$ cat config.mk
export PLATFORM = sky130hd
export DESIGN_NAME = alu_share_arbiter
export DESIGN_NICKNAME = d
export VERILOG_FILES = /design/src/rtl/alu_share_arbiter.sv
export SDC_FILE = /design/constraint.sdc
export NUM_CORES = 1
export LEC_CHECK = 0
export ABC_AREA = 1
export BUFFER_PORTS_ARGS = -buffer_cell sky130_fd_sc_hd__buf_2
export CORE_AREA = 3 3 207 209
export DETAILED_ROUTE_END_ITERATION = 7
export DIE_AREA = 0 0 210 212
export PLACE_DENSITY = 0.46
export SKIP_LAST_GASP = 1
export SLEW_MARGIN = 25
export SYNTH_ARGS = -nofsm -noshare
export SYNTH_HDL_FRONTEND = slang
export SYNTH_SLANG_ARGS = --single-unit
$ cat constraint.sdc
create_clock -name clk -period 3.6 [get_ports clk]
set_input_delay 0.54 -clock clk [delete_from_list [all_inputs] [get_ports clk]]
set_output_delay 0.54 -clock clk [all_outputs]
set_load 0.03 [all_outputs]
$ cat src/rtl/alu_share_arbiter.sv
// Round-robin sharing of one combinational ALU between two requesters, with one registered,
// tagged response slot. Defining ALU_ARB_PERF_EN adds accept/stall performance counters.
module alu_share_arbiter #(
  parameter int                DATA_W  = 64,
  parameter int                CTL_W   = 4,
  parameter logic [CTL_W-1:0]  NOP_CTL = 4'b1111
) (
  input  logic              clk,
  input  logic              reset,
  // Requester 0: EX-stage operand path
  input  logic              req0_valid,
  output logic              req0_ready,
  input  logic [CTL_W-1:0]  req0_ctl,
  input  logic [DATA_W-1:0] req0_op1,
  input  logic [DATA_W-1:0] req0_op2,
  // Requester 1: branch/address helper path
  input  logic              req1_valid,
  output logic              req1_ready,
  input  logic [CTL_W-1:0]  req1_ctl,
  input  logic [DATA_W-1:0] req1_op1,
  input  logic [DATA_W-1:0] req1_op2,
  // Shared ALU
  output logic [CTL_W-1:0]  alu_ctl,
  output logic [DATA_W-1:0] alu_op1,
  output logic [DATA_W-1:0] alu_op2,
  input  logic [DATA_W-1:0] alu_result,
  input  logic              alu_zero,
  // Response slot
  output logic              rsp_valid,
  input  logic              rsp_ready,
  output logic              rsp_id,
  output logic [DATA_W-1:0] rsp_result,
  output logic              rsp_zero
`ifdef ALU_ARB_PERF_EN
  ,
  output logic [31:0]       perf_ops0,
  output logic [31:0]       perf_ops1,
  output logic [31:0]       perf_stall
`endif
);

  // Handshake: a transfer happens on a rising edge where valid and ready are both high.
  // Producers hold valid and fields until ready; ready is combinational from valid and slot state.

  logic              rsp_valid_q, rsp_valid_d;
  logic              rsp_id_q, rsp_id_d;
  logic [DATA_W-1:0] rsp_result_q, rsp_result_d;
  logic              rsp_zero_q, rsp_zero_d;
  logic              last_grant_q, last_grant_d;

  logic slot_free;
  logic any_valid;
  logic grant;
  logic accept;

  always_comb begin
    slot_free = !rsp_valid_q | rsp_ready;
    any_valid = req0_valid | req1_valid;
    // Contention alternates against the previous winner; a lone requester simply wins.
    if (req0_valid & req1_valid) begin
      grant = !last_grant_q;
    end else begin
      grant = req1_valid;
    end
    // Reset gates accept so no ready escapes while reset is held.
    accept     = slot_free & any_valid & !reset;
    req0_ready = accept & req0_valid & !grant;
    req1_ready = accept & req1_valid & grant;
  end

  always_comb begin
    alu_ctl = NOP_CTL;
    alu_op1 = '0;
    alu_op2 = '0;
    if (req0_ready) begin
      alu_ctl = req0_ctl;
      alu_op1 = req0_op1;
      alu_op2 = req0_op2;
    end else if (req1_ready) begin
      alu_ctl = req1_ctl;
      alu_op1 = req1_op1;
      alu_op2 = req1_op2;
    end
  end

  always_comb begin
    rsp_valid_d  = rsp_valid_q;
    rsp_id_d     = rsp_id_q;
    rsp_result_d = rsp_result_q;
    rsp_zero_d   = rsp_zero_q;
    last_grant_d = last_grant_q;
    if (accept) begin
      rsp_valid_d  = 1'b1;
      rsp_id_d     = grant;
      rsp_result_d = alu_result;
      rsp_zero_d   = alu_zero;
      last_grant_d = grant;
    end else if (rsp_ready) begin
      rsp_valid_d  = 1'b0;
    end
  end

  always_ff @(posedge clk or posedge reset) begin
    if (reset) begin
      rsp_valid_q  <= 1'b0;
      rsp_id_q     <= 1'b0;
      rsp_result_q <= '0;
      rsp_zero_q   <= 1'b0;
      last_grant_q <= 1'b1;
    end else begin
      rsp_valid_q  <= rsp_valid_d;
      rsp_id_q     <= rsp_id_d;
      rsp_result_q <= rsp_result_d;
      rsp_zero_q   <= rsp_zero_d;
      last_grant_q <= last_grant_d;
    end
  end

  assign rsp_valid  = rsp_valid_q;
  assign rsp_id     = rsp_id_q;
  assign rsp_result = rsp_result_q;
  assign rsp_zero   = rsp_zero_q;

`ifdef ALU_ARB_PERF_EN
  logic [31:0] perf_ops0_q, perf_ops0_d;
  logic [31:0] perf_ops1_q, perf_ops1_d;
  logic [31:0] perf_stall_q, perf_stall_d;

  // Counters wrap naturally through 32-bit addition.
  always_comb begin
    perf_ops0_d  = perf_ops0_q + 32'(req0_ready);
    perf_ops1_d  = perf_ops1_q + 32'(req1_ready);
    perf_stall_d = perf_stall_q + 32'(any_valid & !(req0_ready | req1_ready));
  end

  always_ff @(posedge clk or posedge reset) begin
    if (reset) begin
      perf_ops0_q  <= '0;
      perf_ops1_q  <= '0;
      perf_stall_q <= '0;
    end else begin
      perf_ops0_q  <= perf_ops0_d;
      perf_ops1_q  <= perf_ops1_d;
      perf_stall_q <= perf_stall_d;
    end
  end

  assign perf_ops0  = perf_ops0_q;
  assign perf_ops1  = perf_ops1_q;
  assign perf_stall = perf_stall_q;
`endif

endmodule

Yosys cells after proc, flatten, opt, wreduce, memory -nomap -nowiden
Cells that the tools add are included.
Storage, ports and cells
  register bits after elaboration: 68
  bits of input ports: 334
  output and inout port bits: 201
  word-level logic and storage cells: 28
Cells by class
  muxes and demuxes: 9
  bitwise logic cells: 9
  reduce and logical (&&, ||, !) cells: 5
Operators by type and width (number)
  $mux W64: 4
  $mux W4: 2
  $and A1 B1 Y1: 7
  $logic_not A1 Y1: 4
  $mux W1: 3
  $or A1 B1 Y1: 2
  $reduce_bool A2 Y1: 1

Depth between registers and ports, before layout
Gate-level depths: netlist (run 1).
  depth after elaboration: 8
  gate-level depth with buffers: 8
  mapped depth without buffers: 6

Worst setup path after synthesis (run 1)
Ideal clock, no wire load.
  path kind: in2out
  from: input port reset
  to: output port alu_ctl[0]
  data arrival time: 2704 ps
  data required time: 3060 ps
  setup slack: 356 ps
  stages on the path: 4
  path buffers: 0
  path through: inv_1 -> nand4_1 -> nand2_1 -> nand2_1
On the way
  cells in the longest elaborated chain, start to end: 6
RTL lines
  start, declared: RTL line 9  | input logic reset,
  $logic_not A1 Y1 (no source line) *
  $and A1 B1 Y1 *: RTL line 66  | accept = slot_free & any_valid & !reset;
  $and A1 B1 Y1 (2 in a row): RTL line 68  | req1_ready = accept & req1_valid & grant;
  $mux W4: RTL line 79  | end else if (req1_ready) begin
  $mux W4 *: RTL line 75  | if (req0_ready) begin
  end, declared: RTL line 23  | output logic [CTL_W-1:0] alu_ctl,
Mark *: on every way between the ends. The rest lies on a longest branch, timed or not.

Worst setup path after layout (run 1)
  from: register last_grant_q
  to: output port alu_op2[1]
On the way
  cells in the longest elaborated chain, start to end: 5
RTL lines
  start, declared: RTL line 49  | logic last_grant_q, last_grant_d;
  start signal, assigned: RTL line 115  | last_grant_q <= last_grant_d;
  $logic_not A1 Y1 *: RTL line 61  | grant = !last_grant_q;
  $mux W1 *: RTL line 60  | if (req0_valid & req1_valid) begin
  $and A1 B1 Y1 or $logic_not A1 Y1 (tied branches): RTL line 68, 67
  $mux W64 or $and A1 B1 Y1 (tied branches): RTL line 79, 67
  $mux W64 *: RTL line 75
  end, declared: RTL line 25  | output logic [DATA_W-1:0] alu_op2,
Marks and branches as above.

==> summary.txt, run 1 <==
Status
  – Status: finished clean

Power and ir drop
  – Pwr dens: between 300 and 400 nW/um^2
  – Total power: between 3 and 4 mW
  – Highest ir drop seen on vdd: roughly 240 uV
  – LEAKAGE: around 5.1 nW

Critical path
  – Beginning of the critical path: last_grant_q
  – R2R setup slack: 1.86 ns
  – CP Max Fanout: between 100 and 150
  – CP endpoint kind: output port
  – Arr. time, crit path: approximately 2.3 ns
  – Critical path required time: 3.06 ns
  – FF-to-FF path depth: 6
  – CP Launch Type: register
  – Setup CP Type: register to output port
  – FF-to-FF Start: rsp_valid
  – Reg-to-reg endpoint: rsp_result[36]
  – CP Capture Point: alu_op2[1]

Timing
  – Final Hold Fails: 0
  – RSZ-0062 raised after global routing: no
  – Crit path time final: about 2.8 ns
  – Final period util: approximately four fifths
  – Clk_skew: 0.0119 ns
  – Slew @ Worst Pin: between 0.9 and 1 ns
  – Final setup violation count: 0
  – Highest Clock Rate: between 0.3 and 0.4 GHz
  – TNS Setup: 0 ns
  – Slew Limit Fails: 0
  – Max-Slew Margin vs Limit: between 30% and 40%

Yosys
  – Synth unique cells: 15
  – Synth area leaders: dfrtp_1 (33%), nand2_1 (20%), nand3_1 (19%)
  – Post-synthesis instance total: between 700 and 800
  – Post-synth top area cell: dfrtp_1
  – Register area share after synthesis: 33.3%
  – Area share of the largest cell type after synthesis: 32.8%
  – Mean post-synth cell area: around 6.6 sq um
  – Post-synthesis cell area: approximately 5000 sq um
  – Yosys warning count: 0
  – Syn nets: around 1,100
  – Yosys reg bits: 68

Detailed routing
  – DR WL/cell: approximately 17 um
  – Final wirelength: about 30,000 um
  – Detailed-router iteration count before antenna repair: 5
  – Number of vias per cell: between 4 and 5
  – Detailed Route Iter0 Violations: between 500 and 600
  – Post-route ant nets: 0
  – Residual DRC: 0
  – Vias: about 7,600

Cells and area
  – Synth-to-layout area growth: 66.0%
  – Nets: 1,584
  – Fillers: 4,718
  – Layout cells sized above 1: a little under half

Global route
  – Initial antenna violation count: 5
  – GRT Total Usage: around 12%
  – First-pass GRT wire length: around 43,000 um
  – Vias in the first global route: 7,211
  – GRT overflow: 0
  – Largest net degree at the start of global routing: approximately 130

Die
  – Site Rows: 74
  – # IOs: roughly 540
  – Area of the core: between 40,000 and 50,000 sq um
  – Initial core utilization: about 12%
  – Die X: roughly 210 um
  – Die outline area: about 45,000 sq um
  – Die Span Y: around 210 um

Clock network
  – CTS Buffer Depth: 2
  – Clk sink count: 68
  – Setup bufs post-CTS: 0
  – Hold buffer count at CTS: 0
  – Post_cts resized: 0
  – TritonCTS clock tree: done
  – Worst-skew pair later-pin latency: about 0.34 ns
  – Clk slew on worst S/H paths: 0.07 ns
  – TritonCTS buffer count: 9
  – Htree depth: 3
  – Root Buffer: clkbuf_16

Min path
  – Hold crit path type: input pin to register

Job
  – Maxcap violations: 0

Placement
  – Hpwl dp: 23,600 um
  – GPL Wtd Cong: 0.861
  – # port buffers: 534
[worst max-delay path, cell delays in order (launching register included)]
cell	delay, ns
dfstp_2	0.56
nand2_1	0.09
nand2_4	0.15
buf_12	0.36
nand4_1	0.27
nand2_1	0.13
buf_2	0.20
[per-layer routing]
metal	global-route usage [%]	routed length (um)
met1	15.3	12000
met2	21.1	14800
met3	2.94	2380
met4	3.12	545
met5	0	0
[per-stage QoR]
stage               instance area (sq um)  worst slack (ns)  std cells  util (%)  hold slack [ns]
finish                               8480             0.776       1790      20.7            0.429
global route                         8470             0.632       1789      20.7            0.424
CTS                                  8470             0.692       1787      20.6            0.408
detailed placement                   8170             0.845       1771      19.9            0.453
global placement                     8170             0.847       1771      19.9            0.448
floorplan                            5110             0.356        778         -            0.443
[power by group]
part	internal, mW	total, mW	switching, mW
sequential	0.890	0.954	0.0638
clock	0.539	0.889	0.349
combinational	0.434	1.47	1.04
total	1.86	3.31	1.45
[logic make-up (layout without fill, tap and decap cells)]
family / Yosys count / after routing / synth area share [%]
other: 0 / 3 / 0
buffers and inverters: 102 / 579 / 10.2
DFF: 68 / 68 / 33.3
and+or+nand+nor: 607 / 607 / 56.1
AOI/OAI and AO/OA: 1 / 1 / 0.319
[area by class of cell]
| cell class | instances | area [sq um] | area share [%] |
|---|---|---|---|
| multi-input cells | 608 | 2890 | 34.1 |
| repair buffers | 554 | 2880 | 33.9 |
| flip-flops and latches | 68 | 1700 | 20.1 |
| well taps | 532 | 666 | 7.85 |
| clock buffers | 9 | 225 | 2.66 |
| clock inverters | 7 | 75.1 | 0.886 |
| inverters | 9 | 36.3 | 0.428 |
| diodes | 3 | 7.51 | 0.0886 |
[flip-flops by register name (all words and copies together) (netlist names)]
register / cells
rsp_zero: 1
last_grant_q: 1
rsp_id: 1
rsp_valid: 1
rsp_result: 64
[synth_stat cells]
cell,number
inv_1,8
inv_2,1
a21oi_4,1
buf_2,56
or2_4,1
clkbuf_1,20
nand4_1,133
dfrtp_1,67
buf_4,10
buf_1,3
nand2_1,274
dfstp_2,1
nand2_2,2
nand3_1,197
buf_6,4
[worst min-delay path by stage]
stage | startpoint | to | slack, ns | cells past startpoint
2_1_floorplan | last_grant_q | last_grant_q | 0.44 | 2
3_3_place_gp | rsp_result[13] | rsp_result[13] | 0.45 | 2
3_5_place_dp | rsp_result[63] | rsp_result[63] | 0.45 | 2
4_1_cts | alu_result[58] | rsp_result[58] | 0.41 | 3
5_1_grt | alu_result[58] | rsp_result[58] | 0.42 | 3
6_report | alu_result[58] | rsp_result[58] | 0.43 | 3
[placed cells by master, fill, tap and decap left out, types with 3 or more instances in the layout]
cell / Yosys / final
buf_2: 56 / 533
nand2_1: 274 / 274
nand3_1: 197 / 197
nand4_1: 133 / 133
dfrtp_1: 67 / 67
buf_4: 10 / 17
clkbuf_16: 0 / 9
inv_1: 8 / 7
buf_12: 0 / 4
diode_2: 0 / 3
clkinv_4: 0 / 3
Power figures use the tool's default switching activity.
==> run 2, diff against run 1 <==
--- a/config.mk
+++ b/config.mk
@@ -5,12 +5,12 @@
 export SDC_FILE = /design/constraint.sdc
 export NUM_CORES = 1
 export LEC_CHECK = 0
-export ABC_AREA = 1
+export ABC_AREA = 0
 export BUFFER_PORTS_ARGS = -buffer_cell sky130_fd_sc_hd__buf_2
-export CORE_AREA = 3 3 207 209
+export CORE_AREA = 3 3 206 208
 export DETAILED_ROUTE_END_ITERATION = 7
-export DIE_AREA = 0 0 210 212
-export PLACE_DENSITY = 0.46
+export DIE_AREA = 0 0 209 211
+export PLACE_DENSITY = 0.44
 export SKIP_LAST_GASP = 1
 export SLEW_MARGIN = 25
 export SYNTH_ARGS = -nofsm -noshare
==> constraint.sdc (replaced) <==
create_clock -name clk -period 2.85 [get_ports clk]
set_input_delay 0.4275 -clock clk [delete_from_list [all_inputs] [get_ports clk]]
set_output_delay 0.4275 -clock clk [all_outputs]
set_load 0.03 [all_outputs]
==> run 2 against run 1 <==
Compared with the run above: sequential share of layout area up 1.7 points; register-to-register slack worse by 0.99 ns; area after synthesis down 14%; combinational power up 31%; sequential power up 30%; utilization down 1.5 points; largest cell class is now non-clock buffers.
==> summary.txt, run 2 <==
Status
  – Status: finished clean

Timing
  – TNS Setup: 0 ns
  – WHS: around 0.24 ns
  – Final worst slack: 0.236 ns
  – RSZ-0062 raised after global routing: no
  – Final setup violation count: 0
  – Highest Clock Rate: 0.383 GHz
  – Clk_skew: about 0.0072 ns
  – Final Hold Fails: 0
  – Slew Limit Fails: 0
  – Crit path time final: 2.61 ns
  – Max-Slew Margin vs Limit: about three fifths
  – Slew @ Worst Pin: 0.597 ns
  – Final period util: 91.7%

Global route
  – First-pass GRT wire length: 37,400 um
  – Vias in the first global route: about 5,200
  – Initial antenna violation count: 15
  – GRT Total Usage: roughly an eighth
  – Largest net degree at the start of global routing: a little under 70
  – GRT overflow: 0

Cells and area
  – Max FFs per register: 64
  – Synth-to-layout area growth: 79.0%
  – Nets: 1,178
  – Area taken by multi-input logic gates: ~2200 sq um
  – Design Area, Final: about 8000 sq um
  – FF/Latch Area: approximately 1700 sq um
  – Most frequent cells in the layout: buf_2 (534), a22o_1 (128), dfrtp_1 (67)
  – Finished Core Util: 19.2%
  – Layout cells sized above 1: 75.7%
  – Fillers: roughly 4,600
  – Post-route insts no fill: ~1,400
  – Commonest non-fill, non-tap cell in the layout: buf_2

Yosys
  – Post-synthesis instance total: about 320
  – Post-synth top area cell: dfrtp_1
  – Main flop type after synthesis: dfrtp_1
  – Post-synthesis cell area: about 4400 sq um
  – Yosys warning count: 0
  – Top-count cell post-synth: a22o_1
  – Synth unique cells: 21
  – Top cells by count, synth: a22o_1 (128), dfrtp_1 (67), mux2_4 (50)
  – Syn nets: 649
  – Yosys reg bits: between 60 and 70
  – Mean post-synth cell area: 13.9 sq um
  – Area share of the largest cell type after synthesis: a little under two fifths
  – Number of flops mapped to enable cells by yosys: 0
  – Synth area leaders: dfrtp_1 (38%), a22o_1 (26%), mux2_4 (17%)
  – Register area share after synthesis: 39.0%
  – Async S/R FF share, synth: between 90% and 100%

Critical path
  – Slowest cell delay on critical path: around 0.53 ns
  – CP Launch Type: register
  – Buf/Inv on CP: 3
  – CP Max Fanout: 67
  – Arr. time, crit path: ~2.2 ns
  – Crit. path cell count: 6
  – Crit path cell chain: nand2b_1, nand4_4, inv_4, buf_12, a22o_1, buf_2
  – CP endpoint kind: output port
  – Setup CP Type: register to output port
  – Kind of cell with the highest combined delay on the critical path: buffers and inverters
  – Crit-path slowest cell: dfstp_2
  – FF-to-FF path depth: 4
  – Critical path required time: roughly 2.4 ns

Placement
  – Placed Cells: ~1,400
  – Hpwl dp: between 20,000 and 30,000 um
  – DP Worst Slack: roughly 0.46 ns
  – GPL Wtd Cong: roughly 0.87
  – Cell Area, Placed: roughly 7500 sq um
  – # port buffers: between 500 and 600

Clock network
  – TritonCTS buffer count: 9
  – Setup bufs post-CTS: 0
  – Htree depth: 3
  – Clk sink count: 68
  – Worst-skew pair later-pin latency: 0.34 ns
  – Post_cts resized: 0
  – TritonCTS clock tree: done
  – Hold buffer count at CTS: 0
  – Root Buffer: clkbuf_16
  – Clk slew on worst S/H paths: about 0.06 ns
  – CTS Buffer Depth: 2

Detailed routing
  – Residual DRC: 0
  – Detailed-router iteration count before antenna repair: 4
  – Vias: around 5,100
  – Number of vias per cell: between 3 and 4
  – DR WL/cell: just over 20 um
  – Detailed Route Iter0 Violations: 196
  – Post-route ant nets: 0
  – Final wirelength: between 20,000 and 30,000 um

Min path
  – Hold crit path type: input pin to asynchronous set/reset pin

Die
  – Site Rows: 74
  – Die X: between 200 and 250 um
  – Die Span Y: roughly 210 um
  – Initial core utilization: between 10% and 20%
  – # IOs: about 540
  – Die outline area: around 44,000 sq um
  – Area of the core: just over 40,000 sq um

Power and ir drop
  – Highest ir drop seen on vdd: between 300 and 400 uV
  – Total power: roughly 4.3 mW
  – LEAKAGE: between 4 and 5 nW
  – Pwr dens: 552 nW/um^2

Job
  – Maxcap violations: 0
-- run 2: cell count changes in the layout (fill, tap and decap cells not counted), sizes merged, moves of 4 or more --
cell and change:
a22o +128, diode +4, inv -8, mux2 +65, nand2 -274, nand3 -197
nand4 -131, o22a +4
-- run 2: metal layers --
layer  GRT usage [%]  vias to the layer above  share of wire [%]
li1                -                     2323                  -
met1            14.3                     2432                 40
met2            19.6                      303                 49
met3            4.11                       38                9.2
met4            4.36                        4                2.2
met5               0                        -               0.12
-- run 2: cell type report --
class                      count  share of cell area, %
sequential                    68                   21.8
inverter                       3                  0.224
multi-input combinational    209                   28.2
antenna                        7                  0.224
clock buffer                  10                   3.06
timing repair buffer         553                   37.2
clock inverter                 6                  0.816
tap                          532                   8.51
-- run 2: kinds of logic (layout without fill, tap and decap cells) --
group / Yosys count / after routing / share of synthesized area (%)
flip-flops: 68 / 68 / 39.0
AO/OA/AOI/OAI: 134 / 134 / 26.8
buffers and inverters: 38 / 572 / 10.6
AND/OR/NAND/NOR: 10 / 10 / 2.52
other: 0 / 7 / 0
multiplexers: 65 / 65 / 21.1
-- run 2: worst reg2reg max path, cell delays in order (launching register included) --
cell	delay, ns
dfrtp_1	0.43
nor2b_4	0.16
nor3_4	0.51
buf_12	0.36
mux2_2	0.41
-- run 2: worst paths after layout --
| check | start | endpoint | slack (ns) |
|---|---|---|---|
| min in group clk | alu_result[1] | rsp_result[1] | 0.31 |
| min reg2reg | rsp_result[9] | rsp_result[9] | 0.50 |
| max in group asynchronous | reset | rsp_result[43] | 2.05 |
| min | reset | rsp_result[61] | 0.24 |
| max reg2reg | rsp_valid | rsp_result[6] | 0.87 |
| max | last_grant_q | alu_op1[17] | 0.24 |
-- run 2: power breakdown --
group          switching (mW)  total, mW  internal [mW]  leakage, nW
Combinational            1.18       1.93          0.754         3.35
Sequential             0.0993       1.24           1.14        0.795
Clock                   0.437       1.14          0.699        0.145
